### src/rtl/axidma_wr_arb.sv
// Round-robin scheduler that shares one AXI write-burst engine between NUM_CH
// channel sequencers, capping in-flight bursts and routing completions in issue order.
module axidma_wr_arb #(
    parameter int NUM_CH    = 4,
    parameter int ADDR_WDTH = 32,
    parameter int MAX_OUTS  = 4
) (
    input  logic                        sys_clk,
    input  logic                        sys_rst_n,
    input  logic                        cfg_soft_rst,
    input  logic [NUM_CH-1:0]           cfg_ch_en,
    input  logic [NUM_CH-1:0]           ch_wstart_vld,
    input  logic [NUM_CH*ADDR_WDTH-1:0] ch_waddr,
    input  logic [NUM_CH*8-1:0]         ch_wburst_len,
    output logic [NUM_CH-1:0]           ch_wstart_rdy,
    output logic                        m_wstart_vld,
    input  logic                        m_wstart_rdy,
    output logic [ADDR_WDTH-1:0]        m_waddr,
    output logic [7:0]                  m_wburst_len,
    output logic [$clog2(NUM_CH)-1:0]   m_wch_id,
    input  logic                        m_wdone,
    output logic                        arb_busy,
    output logic                        arb_err
);

    localparam int IDW  = $clog2(NUM_CH);
    localparam int PTRW = (MAX_OUTS > 1) ? $clog2(MAX_OUTS) : 1;
    localparam int CNTW = $clog2(MAX_OUTS + 1);
    localparam logic [CNTW-1:0] OUTS_MAX = CNTW'(MAX_OUTS);

    typedef enum logic {ARB, ISSUE} state_t;

    state_t                 state;
    logic [1:0]             soft_sync;
    logic                   soft_rst;
    logic [NUM_CH-1:0]      pend;
    logic [ADDR_WDTH-1:0]   addr_q [NUM_CH];
    logic [7:0]             len_q  [NUM_CH];
    logic [IDW-1:0]         last_grant;
    logic [IDW-1:0]         fifo   [MAX_OUTS];
    logic [PTRW-1:0]        wr_ptr;
    logic [PTRW-1:0]        rd_ptr;
    logic [CNTW-1:0]        outs_cnt;

    logic                   hs;
    logic [NUM_CH-1:0]      hs_mask;
    logic [NUM_CH-1:0]      elig;
    logic                   sel_found;
    logic [IDW-1:0]         sel_id;
    logic                   can_issue;
    logic                   done_ok;
    logic                   done_err;
    logic                   cap_err;

    function automatic logic [PTRW-1:0] ptr_inc(input logic [PTRW-1:0] p);
        if (p == PTRW'(MAX_OUTS - 1))
            return '0;
        else
            return p + PTRW'(1);
    endfunction

    always_ff @(posedge sys_clk or negedge sys_rst_n) begin
        if (!sys_rst_n)
            soft_sync <= '0;
        else
            soft_sync <= {soft_sync[0], cfg_soft_rst};
    end

    assign soft_rst = soft_sync[1];

    assign hs       = m_wstart_vld && m_wstart_rdy;
    assign done_ok  = m_wdone && (outs_cnt != '0);
    assign done_err = m_wdone && (outs_cnt == '0);

    always_comb begin
        hs_mask = '0;
        if (hs)
            hs_mask[m_wch_id] = 1'b1;
    end

    // A request landing on its own issue handshake re-arms the channel and is not an overrun.
    assign cap_err = |(ch_wstart_vld & pend & ~hs_mask);

    always_ff @(posedge sys_clk or negedge sys_rst_n) begin
        if (!sys_rst_n) begin
            pend <= '0;
            for (int i = 0; i < NUM_CH; i++) begin
                addr_q[i] <= '0;
                len_q[i]  <= '0;
            end
        end else if (soft_rst) begin
            pend <= '0;
            for (int i = 0; i < NUM_CH; i++) begin
                addr_q[i] <= '0;
                len_q[i]  <= '0;
            end
        end else begin
            for (int i = 0; i < NUM_CH; i++) begin
                if (ch_wstart_vld[i]) begin
                    pend[i]   <= 1'b1;
                    addr_q[i] <= ch_waddr[i*ADDR_WDTH +: ADDR_WDTH];
                    len_q[i]  <= ch_wburst_len[i*8 +: 8];
                end else if (hs_mask[i]) begin
                    pend[i] <= 1'b0;
                end
            end
        end
    end

    always_comb begin
        int j;
        j         = 0;
        elig      = pend & cfg_ch_en;
        sel_found = 1'b0;
        sel_id    = '0;
        for (int k = 1; k <= NUM_CH; k++) begin
            j = int'(last_grant) + k;
            if (j >= NUM_CH)
                j = j - NUM_CH;
            if (!sel_found && elig[j]) begin
                sel_found = 1'b1;
                sel_id    = j[IDW-1:0];
            end
        end
    end

    assign can_issue = sel_found && (outs_cnt < OUTS_MAX);

    always_ff @(posedge sys_clk or negedge sys_rst_n) begin
        if (!sys_rst_n) begin
            state        <= ARB;
            m_wstart_vld <= 1'b0;
            m_waddr      <= '0;
            m_wburst_len <= '0;
            m_wch_id     <= '0;
            last_grant   <= IDW'(NUM_CH - 1);
        end else if (soft_rst) begin
            state        <= ARB;
            m_wstart_vld <= 1'b0;
            m_waddr      <= '0;
            m_wburst_len <= '0;
            m_wch_id     <= '0;
            last_grant   <= IDW'(NUM_CH - 1);
        end else begin
            case (state)
                ARB: begin
                    if (can_issue) begin
                        m_waddr      <= addr_q[sel_id];
                        m_wburst_len <= len_q[sel_id];
                        m_wch_id     <= sel_id;
                        m_wstart_vld <= 1'b1;
                        state        <= ISSUE;
                    end
                end
                ISSUE: begin
                    if (hs) begin
                        m_wstart_vld <= 1'b0;
                        last_grant   <= m_wch_id;
                        state        <= ARB;
                    end
                end
                default: state <= ARB;
            endcase
        end
    end

    // Completions arrive oldest-first, so the FIFO head always names the owning channel.
    always_ff @(posedge sys_clk or negedge sys_rst_n) begin
        if (!sys_rst_n) begin
            wr_ptr        <= '0;
            rd_ptr        <= '0;
            outs_cnt      <= '0;
            ch_wstart_rdy <= '0;
            for (int i = 0; i < MAX_OUTS; i++)
                fifo[i] <= '0;
        end else if (soft_rst) begin
            wr_ptr        <= '0;
            rd_ptr        <= '0;
            outs_cnt      <= '0;
            ch_wstart_rdy <= '0;
            for (int i = 0; i < MAX_OUTS; i++)
                fifo[i] <= '0;
        end else begin
            ch_wstart_rdy <= '0;
            if (hs) begin
                fifo[wr_ptr] <= m_wch_id;
                wr_ptr       <= ptr_inc(wr_ptr);
            end
            if (done_ok) begin
                rd_ptr                      <= ptr_inc(rd_ptr);
                ch_wstart_rdy[fifo[rd_ptr]] <= 1'b1;
            end
            if (hs && !done_ok)
                outs_cnt <= outs_cnt + CNTW'(1);
            else if (!hs && done_ok)
                outs_cnt <= outs_cnt - CNTW'(1);
        end
    end

    always_ff @(posedge sys_clk or negedge sys_rst_n) begin
        if (!sys_rst_n)
            arb_err <= 1'b0;
        else if (soft_rst)
            arb_err <= 1'b0;
        else if (cap_err || done_err)
            arb_err <= 1'b1;
    end

    assign arb_busy = (|pend) || (state == ISSUE) || (outs_cnt != '0);

endmodule

### config.mk
export PLATFORM = sky130hd
export DESIGN_NAME = axidma_wr_arb
export DESIGN_NICKNAME = d
export VERILOG_FILES = /design/src/rtl/axidma_wr_arb.sv
export SDC_FILE = /design/constraint.sdc
export NUM_CORES = 1
export LEC_CHECK = 0
export ABC_AREA = 0
export CAP_MARGIN = 15
export CORE_UTILIZATION = 60
export DETAILED_ROUTE_END_ITERATION = 8
export DONT_BUFFER_PORTS = 1
export PLACE_DENSITY_LB_ADDON = 0.2
export SETUP_SLACK_MARGIN = 0.5
export SLEW_MARGIN = 15
export SYNTH_ARGS = -nofsm -noshare
export SYNTH_HDL_FRONTEND = slang
export SYNTH_SLANG_ARGS = --single-unit
export TNS_END_PERCENT = 20
### constraint.sdc
create_clock -name sys_clk -period 2.75 [get_ports sys_clk]
set_input_delay 0.275 -clock sys_clk [delete_from_list [all_inputs] [get_ports sys_clk]]
set_output_delay 0.275 -clock sys_clk [all_outputs]
set_load 0.1 [all_outputs]
==> flow_metrics.py <==
metrics = {
    "routing": {
        "wl_per_cell_um": 22.3,
        "first_iter_violations": 665,
        "drc": 36,
        "wirelength_um": 31200,
        "routed_via_density": 6.06,
        "drt_pass1_iterations": 7,
        "vias": 8500,
        "drt.antenna.violating_nets": 0,
    },
    "logic_synthesis": {
        "ys.flop_type": "dfrtp_1",
        "syn-instance-count": 966,
        "netlist.area_leader.share": 0.517,
        "ys_seq_area_frac": 0.522,
        "yosys_warnings": 0,
        "synthArstFlopShare": 1.00,
        "synth_area_per_cell_um2": 11.5,
        "synth_seq_cells": 232,
        "synth_edf_count": 0,
        "synth.distinct_cells": 53,
        "synth_area_leaders": "dfrtp_1 52%, mux2i_1 18%, nor2_1 5.8%",
        "yosys.area.top_type": "dfrtp_1",
        "syn-cell-area_um2": 11100,
        "syn_nets": 1145,
    },
    "power": {
        "switching_share": 0.342,
        "combPwrFrac": 0.212,
        "power_per_cell_area_nw_per_um2": 688,
        "switchingPower_mw": 3.33,
        "p_seq_frac": 0.449,
        "vdd_drop_max_mv": 0.620,
        "leakage_nw": 6.72,
        "p_clk_frac": 0.339,
        "power.internal_mw": 6.41,
    },
    "sta": {
        "period_share": 0.783,
        "period_minus_slack_ps": 2150,
        "slew_headroom": 0.333,
        "tns_ps": 0,
        "tightest_slew_ps": 1000,
        "max_freq_mhz": 464,
        "report.final.hold_viol_count": 232,
        "setup_viol": 0,
        "rsz0062_at_grt": "false",
        "finClkSkew_ps": 25.0,
        "hold_ws_ps": -551,
        "slew_viol_final": 0,
    },
    "final_layout": {
        "fill_cells": 1101,
        "syn_to_final_growth_pct": 27.0,
        "final_util": 0.782,
        "fin_nets": 1334,
        "seq_area_um2": 5820,
        "drive_gt1_frac": 0.138,
        "finalNonFillerCells": 1402,
        "multi_input_area_um2": 4790,
    },
    "worst_setup_path": {
        "slowest_delay_ps": 630,
        "cp-endpoint": "outs_cnt[2]",
        "worstPathMaxFanout": 22,
        "crit_path_end_kind": "flop",
        "rr_endpoint": "outs_cnt[2]",
        "r2r_slack_ps": 600,
        "r2r_start": "m_wstart_vld",
        "slowest_stage": "dfrtp_4",
        "arrival_ps": 2540,
        "crit_buf_inv": 0,
        "crit_path_start": "m_wstart_vld",
        "cp.depth": 7,
        "required_ps": 3130,
        "crit_chain": "and2_4 > and2_1 > fa_1 > nand2b_1 > o22ai_1 > xnor2_1 > nor2_1",
        "r2r_cells": 7,
        "worstSetupPathType": "flop to flop",
        "startpoint_type": "flop",
        "cpLargestDelayFamily": "simple AND/OR/NAND/NOR gates",
    },
    "place": {
        "dp.cells": 1157,
        "place.gp.congestion": 0.845,
        "port-buffer-count": 0,
        "hpwlAfterDp_um": 16200,
    },
    "job": {
        "cap_violations": 0,
    },
    "floorplan": {
        "ios": 222,
        "rows": 49,
        "die-area_um2": 19100,
        "initial_core_util": 0.616,
        "die_h_um": 138,
        "core-area_um2": 18100,
        "fp.dieW_um": 138,
    },
    "clocking": {
        "clk_pin_slew_ps": 60,
        "cts_sinks": 232,
        "cts_resized": 0,
        "cts-root-buf": "clkbuf_16",
        "clk_latency_ps": 530,
        "cts_buffer_depth": 3,
        "cts_buffers": 25,
        "h-tree-depth": 1,
        "postCtsHoldBufs": 192,
        "cts_tree": "yes",
    },
    "hold_path": {
        "hp-class": "input pin to async pin",
    },
    "status": {
        "run_status": "finished with violations",
        "violations": "design-rule violations, negative hold slack",
    },
    "global_routing": {
        "antenna_found_initial": 1,
        "grt_pass1_wl_um": 50000,
        "grt_max_degree": 233,
        "grt_pass1_vias": 9124,
        "grt_overflow_total": 0,
        "grt_usage": 0.332,
    },
}
==> power groups by stage <==
stage	Combinational, mW	Sequential (mW)	Clock [mW]
6_report	2.07	4.37	3.30
5_1_grt	2.19	4.40	3.47
4_1_cts	1.99	4.35	3.32
3_5_place_dp	1.67	4.41	0
3_3_place_gp	1.63	4.41	0
2_1_floorplan	1.10	4.73	0
==> synth_stat cells, types with 2 or more instances <==
| cell | count |
|---|---|
| dfrtp_1 | 230 |
| mux2i_1 | 201 |
| nor2_1 | 171 |
| nand2_1 | 70 |
| a21oi_1 | 58 |
| o221ai_2 | 39 |
| clkbuf_1 | 35 |
| a22oi_1 | 26 |
| nand3_1 | 18 |
| a22oi_2 | 15 |
| buf_1 | 15 |
| clkbuf_8 | 12 |
| inv_1 | 9 |
| buf_12 | 5 |
| ha_1 | 5 |
| and2_1 | 4 |
| nor3_1 | 4 |
| o21ai_0 | 4 |
| a211oi_1 | 3 |
| buf_2 | 3 |
| xnor2_1 | 3 |
| buf_8 | 2 |
| dfstp_2 | 2 |
| mux4_2 | 2 |
| o211a_1 | 2 |
==> layout by cell type (no fill, tap or decap), types with 15 or more instances in the layout <==
| master | instances |
|---|---|
| dlygate4sd3_1 | 188 |
| a22oi_1 | 26 |
| a22oi_2 | 15 |
| a21oi_1 | 58 |
| nand3_1 | 18 |
| dfrtp_1 | 228 |
| clkbuf_16 | 25 |
| nor2_1 | 171 |
| nand2_1 | 70 |
| buf_4 | 37 |
| mux2i_1 | 201 |
| o221ai_2 | 39 |
==> sequential cells by signal, summed over array words and instances (netlist names) <==
signal and count:
ch_wstart_rdy 4, fifo 8, m_waddr 32, state 1
wr_ptr 2, rd_ptr 2, soft_sync 2, m_wburst_len 8
arb_err 1, outs_cnt 3, m_wstart_vld 1, len_q 32
pend 4, m_wch_id 2, addr_q 128, last_grant 2
==> cells by family after synthesis <==
logic type | synth area share
mux | 0.185
flops | 0.522
compound gates | 0.132
buf+inv | 0.0496
simple gates | 0.102
xor+xnor | 0.00236
fa+ha+maj | 0.00742
==> through the flow <==
stage / setup slack, ps / instance area (µm²) / power, mW / hold WS [ps]
CTS: 591 / 14100 / 9.67 / -578
global route: 509 / 14100 / 10.1 / -561
floorplan: 503 / 11200 / 5.83 / -20.6
finish: 596 / 14100 / 9.74 / -551
global placement: 646 / 11300 / 6.04 / -14.5
detailed placement: 606 / 11300 / 6.09 / -15.3
==> worst min-delay path by stage <==
| stage | depth (start not counted) | end | slack (ps) | startpoint |
|---|---|---|---|---|
| 4_1_cts | 0 | ch_wstart_rdy[0] | -580 | sys_rst_n |
| 5_1_grt | 0 | addr_q[49] | -560 | sys_rst_n |
| 6_report | 0 | addr_q[49] | -550 | sys_rst_n |
| 3_3_place_gp | 0 | addr_q[49] | -10 | sys_rst_n |
| 2_1_floorplan | 0 | addr_q[0] | -20 | sys_rst_n |
| 3_5_place_dp | 0 | addr_q[49] | -20 | sys_rst_n |
==> metal layers <==
layer | routed length [µm] | part of all wire | GRT usage
met5 | 0 | 0 | 0
met4 | 1100 | 0.035 | 0.132
met3 | 2460 | 0.079 | 0.0755
met2 | 15500 | 0.50 | 0.556
met1 | 12200 | 0.39 | 0.421
==> cell type report <==
| class | count | area share |
|---|---|---|
| Clock buffer | 38 | 0.0540 |
| Sequential cell | 232 | 0.411 |
| Tap cell | 229 | 0.0203 |
| Antenna cell | 1 | 0.000177 |
| Clock inverter | 6 | 0.00301 |
| Multi-Input combinational cell | 651 | 0.339 |
| Inverter | 9 | 0.00239 |
| Timing Repair Buffer | 236 | 0.170 |
==> what timing repair did <==
| action | 4_1_cts | 5_1_grt |
|---|---|---|
| endpoints found under the hold margin | 398 | 232 |
| endpoints found under the setup margin | 0 | 9 |
| buffers inserted | 0 | 8 |
Power figures use the tool's default switching activity.
